### src/rtl/nn_layer_sequencer.sv
// Sequences one dense layer over a single MAC: bias load, L multiply-accumulates,
// then a ReLU/saturated write per neuron, chained to the next layer via start/done.
module nn_layer_sequencer #(
  parameter int IN_W    = 16,
  parameter int W_W     = 8,
  parameter int ACC_W   = 40,
  parameter int MAX_IN  = 1024,
  parameter int MAX_OUT = 1024,
  parameter int WA_W    = 20,
  localparam int AW     = $clog2(MAX_IN + 1),
  localparam int OW     = $clog2(MAX_OUT + 1)
) (
  input  logic            clk,
  input  logic            rst,
  input  logic            start,
  input  logic [AW-1:0]   cfg_in_len,
  input  logic [OW-1:0]   cfg_out_len,
  input  logic [WA_W-1:0] cfg_w_base,
  input  logic            cfg_relu,
  output logic            busy,
  output logic            done,
  output logic [AW-1:0]   in_addr,
  input  logic [IN_W-1:0] in_data,
  output logic [WA_W-1:0] w_addr,
  input  logic [W_W-1:0]  w_data,
  output logic [OW-1:0]   b_addr,
  input  logic [W_W-1:0]  b_data,
  output logic            out_we,
  output logic [OW-1:0]   out_addr,
  output logic [IN_W-1:0] out_data
);

  typedef enum logic [2:0] {
    S_IDLE,
    S_BIAS,
    S_MAC,
    S_WRITE,
    S_FINISH
  } state_t;

  localparam int PW = IN_W + W_W;
  localparam logic signed [ACC_W-1:0] SAT_MAX = {{(ACC_W-IN_W+1){1'b0}}, {(IN_W-1){1'b1}}};
  localparam logic signed [ACC_W-1:0] SAT_MIN = {{(ACC_W-IN_W+1){1'b1}}, {(IN_W-1){1'b0}}};

  state_t state, state_n;

  logic [AW-1:0]   l_q, k, k_n, k_inc, in_addr_n;
  logic [OW-1:0]   n_q, j, j_n, j_inc, b_addr_n, out_addr_n;
  logic [WA_W-1:0] w_ptr, w_ptr_n, w_addr_n;
  logic            relu_q, fold_bias, fold_mac, accept;
  logic [PW-1:0]   in_ext, w_ext, prod;
  logic signed [ACC_W-1:0] acc, acc_next, relu_val;
  logic [IN_W-1:0] sat_val, out_data_q;

  assign accept = (state == S_IDLE) && start;
  assign k_inc  = k + 1'b1;
  assign j_inc  = j + 1'b1;

  // Handshake: start is a one-cycle request honoured only in IDLE; done is a
  // one-cycle completion pulse in FINISH, where busy has already dropped.
  assign busy   = (state == S_BIAS) || (state == S_MAC) || (state == S_WRITE);
  assign done   = (state == S_FINISH);
  assign out_we = (state == S_WRITE);

  always_ff @(posedge clk) begin
    if (rst) state <= S_IDLE;
    else     state <= state_n;
  end

  // Addresses are registered on the transition into the issuing state, so
  // they stay put whenever nothing is being issued.
  always_comb begin
    state_n    = state;
    j_n        = j;
    k_n        = k;
    w_ptr_n    = w_ptr;
    in_addr_n  = in_addr;
    w_addr_n   = w_addr;
    b_addr_n   = b_addr;
    out_addr_n = out_addr;
    case (state)
      S_IDLE: begin
        if (start) begin
          j_n     = '0;
          w_ptr_n = cfg_w_base;
          if (cfg_out_len == '0) begin
            state_n = S_FINISH;
          end else begin
            state_n  = S_BIAS;
            b_addr_n = '0;
          end
        end
      end
      S_BIAS: begin
        k_n = '0;
        if (l_q == '0) begin
          state_n    = S_WRITE;
          out_addr_n = j;
        end else begin
          state_n   = S_MAC;
          in_addr_n = '0;
          w_addr_n  = w_ptr;
          w_ptr_n   = w_ptr + 1'b1;
        end
      end
      S_MAC: begin
        if (k_inc == l_q) begin
          state_n    = S_WRITE;
          out_addr_n = j;
        end else begin
          k_n       = k_inc;
          in_addr_n = k_inc;
          w_addr_n  = w_ptr;
          w_ptr_n   = w_ptr + 1'b1;
        end
      end
      S_WRITE: begin
        j_n = j_inc;
        if (j_inc == n_q) begin
          state_n = S_FINISH;
        end else begin
          state_n  = S_BIAS;
          b_addr_n = j_inc;
        end
      end
      S_FINISH: state_n = S_IDLE;
      default:  state_n = S_IDLE;
    endcase
  end

  // ROM data arrives one cycle after issue, so the fold is driven by what
  // the previous cycle issued rather than by the current state.
  always_comb begin
    in_ext   = {{W_W{in_data[IN_W-1]}}, in_data};
    w_ext    = {{IN_W{w_data[W_W-1]}}, w_data};
    prod     = in_ext * w_ext;
    acc_next = acc;
    if (fold_bias)     acc_next = {{(ACC_W-W_W){b_data[W_W-1]}}, b_data};
    else if (fold_mac) acc_next = acc + {{(ACC_W-PW){prod[PW-1]}}, prod};
    relu_val = (relu_q && acc_next[ACC_W-1]) ? '0 : acc_next;
    if (relu_val > SAT_MAX)      sat_val = SAT_MAX[IN_W-1:0];
    else if (relu_val < SAT_MIN) sat_val = SAT_MIN[IN_W-1:0];
    else                         sat_val = relu_val[IN_W-1:0];
  end

  assign out_data = (state == S_WRITE) ? sat_val : out_data_q;

  always_ff @(posedge clk) begin
    if (rst) begin
      j          <= '0;
      k          <= '0;
      w_ptr      <= '0;
      in_addr    <= '0;
      w_addr     <= '0;
      b_addr     <= '0;
      out_addr   <= '0;
      acc        <= '0;
      fold_bias  <= 1'b0;
      fold_mac   <= 1'b0;
      out_data_q <= '0;
      l_q        <= '0;
      n_q        <= '0;
      relu_q     <= 1'b0;
    end else begin
      j         <= j_n;
      k         <= k_n;
      w_ptr     <= w_ptr_n;
      in_addr   <= in_addr_n;
      w_addr    <= w_addr_n;
      b_addr    <= b_addr_n;
      out_addr  <= out_addr_n;
      acc       <= acc_next;
      fold_bias <= (state == S_BIAS);
      fold_mac  <= (state == S_MAC);
      if (state == S_WRITE) out_data_q <= sat_val;
      if (accept) begin
        l_q    <= cfg_in_len;
        n_q    <= cfg_out_len;
        relu_q <= cfg_relu;
      end
    end
  end

endmodule

### config.mk
export PLATFORM = sky130hd
export DESIGN_NAME = nn_layer_sequencer
export DESIGN_NICKNAME = d
export VERILOG_FILES = /design/src/rtl/nn_layer_sequencer.sv
export SDC_FILE = /design/constraint.sdc
export NUM_CORES = 1
export LEC_CHECK = 0
export CAP_MARGIN = 20
export CORE_MARGIN = 5
export CORE_UTILIZATION = 55
export CTS_CLUSTER_SIZE = 30
export DETAILED_ROUTE_END_ITERATION = 12
export PLACE_DENSITY = 0.77
export SLEW_MARGIN = 20
export SYNTH_ARGS = -nofsm -noshare
export SYNTH_HDL_FRONTEND = slang
export SYNTH_SLANG_ARGS = --single-unit
### constraint.sdc
create_clock -name clk -period 16.3 [get_ports clk]
set_input_delay 1.63 -clock clk [delete_from_list [all_inputs] [get_ports clk]]
set_output_delay 1.63 -clock clk [all_outputs]
set_load 0.02 [all_outputs]
==> run summary, run 1 <==
Area growth, synth to finish: 15.7%
WP buf/inv: 6
Longest Clk Path Bufs: 2
Top_reg_cell synth: dfxtp_1
Clock latency on the worst-skew pair: 0.44 ns
CP Launch Type: input port
Final Max Tran Viols: 0
Final HPWL DP: 32.2 mm
DRT iter0 DRCs: 1344
Synth cell types: 85
PostCTS Resize Cnt: 0
Measured slew at the worst slew-check pin: 1.06 ns
Post CTS Setup Buffer Count: 0
RSZ-0062 raised after global routing: no
WP data arrival: 11.72 ns
Final #Nets: 2240
Final worst-path cycle share: 81.9%
Post-synthesis cell count: 1869
Placed Area: 0.0168 mm^2
Flop pwr share: 14.4%
Tmin final: 13.35 ns
CTS sink count: 179
P_int: 1700 uW
CP max FO: 24
Synth async-reset ratio: 0%
Ant. Diodes: 0
Largest net degree at the start of global routing: 91
Slowest stage delay, CP: 0.81 ns
Initial core utilization: 55.8%
Initial antenna violation count: 0
1st-pass router iterations: 5
Peak supply drop: 151 uV
Die area: 0.0308 mm^2
Global Route Usage Sum: 27.3%
First-pass GRT wire length: 69.6 mm
Final instance area: 0.0174 mm^2
Yosys reg bits: 179
Sequential area share after synthesis: 23.8%
Mapped cell area: 0.0150 mm^2
Combinational power share: 72.8%
Fin Clk Skew: 0.0157 ns
Post-route DRC: 0
Crit path max-delay family: compound AO/OA/AOI/OAI gates
Post-synth net total: 2139
Critical path class: input port to primary output
F_max: 74.9 MHz
Type of the most critical hold path: flip-flop to flip-flop
Syn. warnings: 0
GR Overflow Total: 0
Gpl congestion: 0.943
Post-cts hold buffer count: 0
Synth Area per Inst: 8.05 um^2
Root buffer cell: clkbuf_16
Layout cell share with drive strength beyond 1: 5.04%
Power density over the cells: 203 mW/mm^2
Port bufs: 149
Worst EP required: 14.67 ns
Row count: 60
Setup crit end kind: primary output
Die height: 175 um
Net Sw Frac: 52.1%
CTS Buf Count: 17
Wire per inst: 18.2 um
Core area: 0.0270 mm^2
Slew HR: 29.1%
Levels on crit path: 37
Vias: 13900
Hold Fails Final Rpt: 0
Clock share of power: 12.9%
CP max-delay cell: clkdlybuf4s50_1
Fillers: 2284
Final wirelength: 42.3 mm
Total negative slack: 0 ns
Final Setup Violations: 0
CTS H-tree depth: 4
Outcome: finished clean
Worst r2r path cells: 15
Number of global-route vias before repair: 13600
IO Count: 150
P_leak: 0.00726 uW
Hold depth: 2
CTS tree: built
MaxCap Viol Count: 0
Post-synth EDFFs: 0
DRT antenna net count: 0
Die span in x: 175 um
Via/cell ratio: 5.97
Switching Power: 1840 uW
Clock slew at reported path FFs: 0.07 ns
==> per-layer routing <==
| layer | share of wire [%] | global-route usage, % |
|---|---|---|
| met5 | 0 | 0 |
| met1 | 44 | 37.9 |
| met2 | 46 | 44.2 |
| met3 | 7.1 | 5.04 |
| met4 | 2.5 | 6.87 |
==> power groups by stage <==
stage | sequential (uW) | clock, uW | combinational (uW)
floorplan | 511 | 0 | 1920
global placement | 517 | 0 | 2470
detailed placement | 518 | 0 | 2490
CTS | 508 | 462 | 2520
global route | 513 | 480 | 2840
finish | 509 | 455 | 2570
==> cells by family after synthesis <==
kind of cell    after synthesis  synth area share, %
flops                       179                 23.8
xor+xnor                     88                 5.12
buf+inv                     248                 6.45
fa+ha+maj                   192                 21.2
simple gates                713                 22.7
mux                          19                 1.27
compound gates              430                 19.4
==> registers in the layout, summed over array words and instances (netlist names) <==
signal      count
acc            40
w_addr         20
w_ptr          20
out_data_q     16
b_addr         11
in_addr        11
j              11
k              11
l_q            11
n_q            11
out_addr       11
state           3
fold_bias       1
fold_mac        1
relu_q          1
==> cells in the final DEF, fill, tap and decap left out, types with 6 or more instances in the layout <==
cell             count
nor2_1             209
nand2_1            202
dfxtp_1            178
a21oi_1            165
inv_1              158
clkdlybuf4s50_1    148
fa_1               104
and2_1              95
ha_1                88
o21ai_0             68
xnor2_1             60
nor3_1              35
nand3_1             35
xor2_1              28
and3_1              28
a211oi_1            23
a21o_1              22
a22oi_1             20
buf_4               20
nand4_1             18
o21a_1              18
mux2i_1             18
or3_1               17
clkbuf_16           17
nand3b_1            14
a2111oi_2           14
nor2b_1             12
nand2b_1            10
o31ai_1             10
or2_2                9
nor4_1               8
a31oi_1              7
o21bai_1             7
a22o_1               7
inv_6                6
==> final cells by class <==
type | instances | area [um^2] | area share [%]
inverter | 161 | 604 | 3.47
clock buffer | 20 | 447 | 2.57
tap | 341 | 427 | 2.45
timing repair buffer | 169 | 1640 | 9.44
clock inverter | 12 | 181 | 1.04
sequential | 179 | 3580 | 20.6
multi-input combinational | 1442 | 10500 | 60.4
==> through the flow <==
step / std cells / total power [uW] / setup WS [ns] / utilization [%] / hold WS (ns)
after global routing: 2324 / 3830 / 2.45 / 64.6 / 0.477
after global placement: 2292 / 2990 / 3.27 / 62.3 / 0.443
final: 2324 / 3540 / 2.95 / 64.6 / 0.458
after floorplan: 1869 / 2430 / 5.19 / - / 0.445
after detailed placement: 2292 / 3010 / 3.09 / 62.3 / 0.450
after CTS: 2324 / 3490 / 3.10 / 64.6 / 0.458
==> worst paths after layout <==
check	start	end	slack [ns]
worst max-delay path	w_data[4]	out_data[2]	2.95
worst min-delay path	w_addr[13]	w_addr[13]	0.46
worst max register to register	acc[0]	out_data_q[2]	11.37
worst min register to register	w_addr[13]	w_addr[13]	0.46
==> worst min-delay path, cell delays in order, from the launching register on <==
cell,delay (ns)
dfxtp_1,0.31
nand2_1,0.05
a21oi_1,0.05
==> cell usage after synthesis (all sizes together), types with 10 or more instances <==
library cell  count  area (um^2)
fa              104         2080
nor2b            12         75.1
mux2i            18          180
nand2           202          758
a211oi           24          180
nor2            210          788
and2             95          594
inv             158          593
xor2             28          245
ha               88         1100
and3             28          175
buf              19          109
clkbuf           68          256
nor3             37          195
o21a             18          135
nand2b           10         62.6
a2111oi          19          312
a21oi           165          826
or3              17          106
dfxtp           179         3580
nand3b           14          105
a21o             22          165
o31ai            11         87.6
a22oi            20          150
o21ai            72          372
nand4            18          113
xnor2            60          526
nand3            35          175
Note: power is estimated with default switching activity, not from simulation.
==> run 2: changes to the inputs <==
- clock period: 16.3 -> 14 ns (I/O delays scaled with it)
==> run summary, run 2 (synthesized netlist as in run 1, its figures left out) <==
Outcome: finished clean
Net Sw Frac: 53.2%
Tmin final: 13.13 ns
CP max FO: 17
Fillers: 2283
Final HPWL DP: 31.9 mm
RSZ-0062 raised after global routing: no
Wire per inst: 18.3 um
Largest regs: acc: 40 flops, w_addr: 20 flops, w_ptr: 20 flops
GR Overflow Total: 0
Ant. Diodes: 0
Hold Fails Final Rpt: 0
DRT iter0 DRCs: 1171
Vias: 13700
Flop-to-flop setup slack: 8.96 ns
Clock slew at reported path FFs: 0.09 ns
Commonest cells after routing, fill and taps aside: nor2_1 (209), nand2_1 (202), dfxtp_1 (178)
Die height: 175 um
P_leak: 0.00725 uW
Max FFs per register: 40
Switching Power: 2190 uW
Layout Cells excl Fill: 2321
Biggest register: acc
Slew HR: 27.0%
Setup crit end kind: primary output
Slowest stage delay, CP: 0.67 ns
Clock share of power: 12.9%
Gpl congestion: 0.953
Initial antenna violation count: 0
Commonest non-fill, non-tap cell in the layout: nor2_1
MaxCap Viol Count: 0
PostCTS Resize Cnt: 0
1st-pass router iterations: 6
Post-cts hold buffer count: 0
WP data arrival: 11.73 ns
Type of the most critical hold path: flip-flop to flip-flop
CP max-delay cell: clkdlybuf4s50_1
F_max: 76.1 MHz
Area growth, synth to finish: 15.7%
Initial core utilization: 55.8%
CTS tree: built
Peak supply drop: 243 uV
Die span in x: 175 um
CTS Buf Count: 17
Final Max Tran Viols: 0
Final Setup Violations: 0
Flop pwr share: 14.4%
Core area: 0.0270 mm^2
IO Count: 150
Final #Nets: 2237
Final worst-path cycle share: 93.8%
Worst EP required: 12.60 ns
Post CTS Setup Buffer Count: 0
Critical path class: input port to primary output
Fin Clk Skew: 0.0189 ns
Row count: 60
Longest Clk Path Bufs: 2
Largest net degree at the start of global routing: 102
Root buffer cell: clkbuf_16
DRT antenna net count: 0
CP Launch Type: input port
First-pass GRT wire length: 69.2 mm
Total negative slack: 0 ns
Total Power: 4120 uW
Fin util: 64.6%
Combinational power share: 72.7%
Top cell by count, worst path: fa_1
Hold slack final: 0.458 ns
Port bufs: 149
Die area: 0.0308 mm^2
CTS sink count: 179
Placed cell count: 2289
Power density over the cells: 236 mW/mm^2
CTS H-tree depth: 4
Post-route DRC: 0
Number of global-route vias before repair: 13300
Clock latency on the worst-skew pair: 0.45 ns
Final wirelength: 42.4 mm
Measured slew at the worst slew-check pin: 1.10 ns
Global Route Usage Sum: 27.2%
P_int: 1930 uW
Via/cell ratio: 5.90
Layout cell share with drive strength beyond 1: 5.00%
==> run 2: cell types whose count changed in the layout (fill, tap and decap cells not counted) <==
cell	previous run	this run
inv_16	0	2
buf_4	20	17
inv_6	6	2
clkbuf_1	2	0
clkinv_8	1	6
clkbuf_8	1	0
inv_12	0	3
bufinv_16	3	0
==> run 2: final cells by class <==
cell class / count / area (um^2) / area share [%]
Multi-Input combinational cell: 1442 / 10500 / 60.4
Clock buffer: 17 / 425 / 2.44
Clock inverter: 15 / 226 / 1.30
Inverter: 161 / 604 / 3.47
Timing Repair Buffer: 166 / 1620 / 9.31
Sequential cell: 179 / 3580 / 20.6
Tap cell: 341 / 427 / 2.45
==> run 2: final timing paths <==
check / from / to / cells after the start
worst min register to register: in_addr[6] / in_addr[6] / 2
worst max register to register: acc[0] / out_data_q[5] / 15
worst min-delay path: in_addr[6] / in_addr[6] / 2
worst max-delay path: w_data[7] / out_data[1] / 35
==> run 2: worst max-delay path: cells and delay by family <==
kind | cells | cell delay, ns
AOI/OAI and AO/OA | 11 | 2.39
xor gates and xnor gates | 2 | 0.35
adders and majority gates | 6 | 2.81
buffers and inverters | 6 | 1.96
and+or+nand+nor | 10 | 2.81
==> run 2: metrics by stage <==
stage	setup slack [ns]	cell area (um^2)
after floorplan	3.35	15000
after global placement	1.10	16800
after detailed placement	1.02	16800
after CTS	0.976	17400
after global routing	0.276	17400
final	0.866	17400
==> run 2: per-layer routing <==
| layer | part of all wire, % | global-route usage [%] |
|---|---|---|
| met5 | 0 | 0 |
| met4 | 1.5 | 4.78 |
| met2 | 47 | 44.4 |
| met3 | 6.1 | 5.14 |
| met1 | 46 | 38.4 |
==> run 2: power by group through the flow <==
| stage | logic (uW) | registers [uW] | clock network, uW |
|---|---|---|---|
| CTS | 2930 | 592 | 536 |
| detailed placement | 2910 | 604 | 0 |
| global placement | 2880 | 602 | 0 |
| global route | 3290 | 597 | 558 |
| floorplan | 2240 | 595 | 0 |
| finish | 2990 | 593 | 533 |
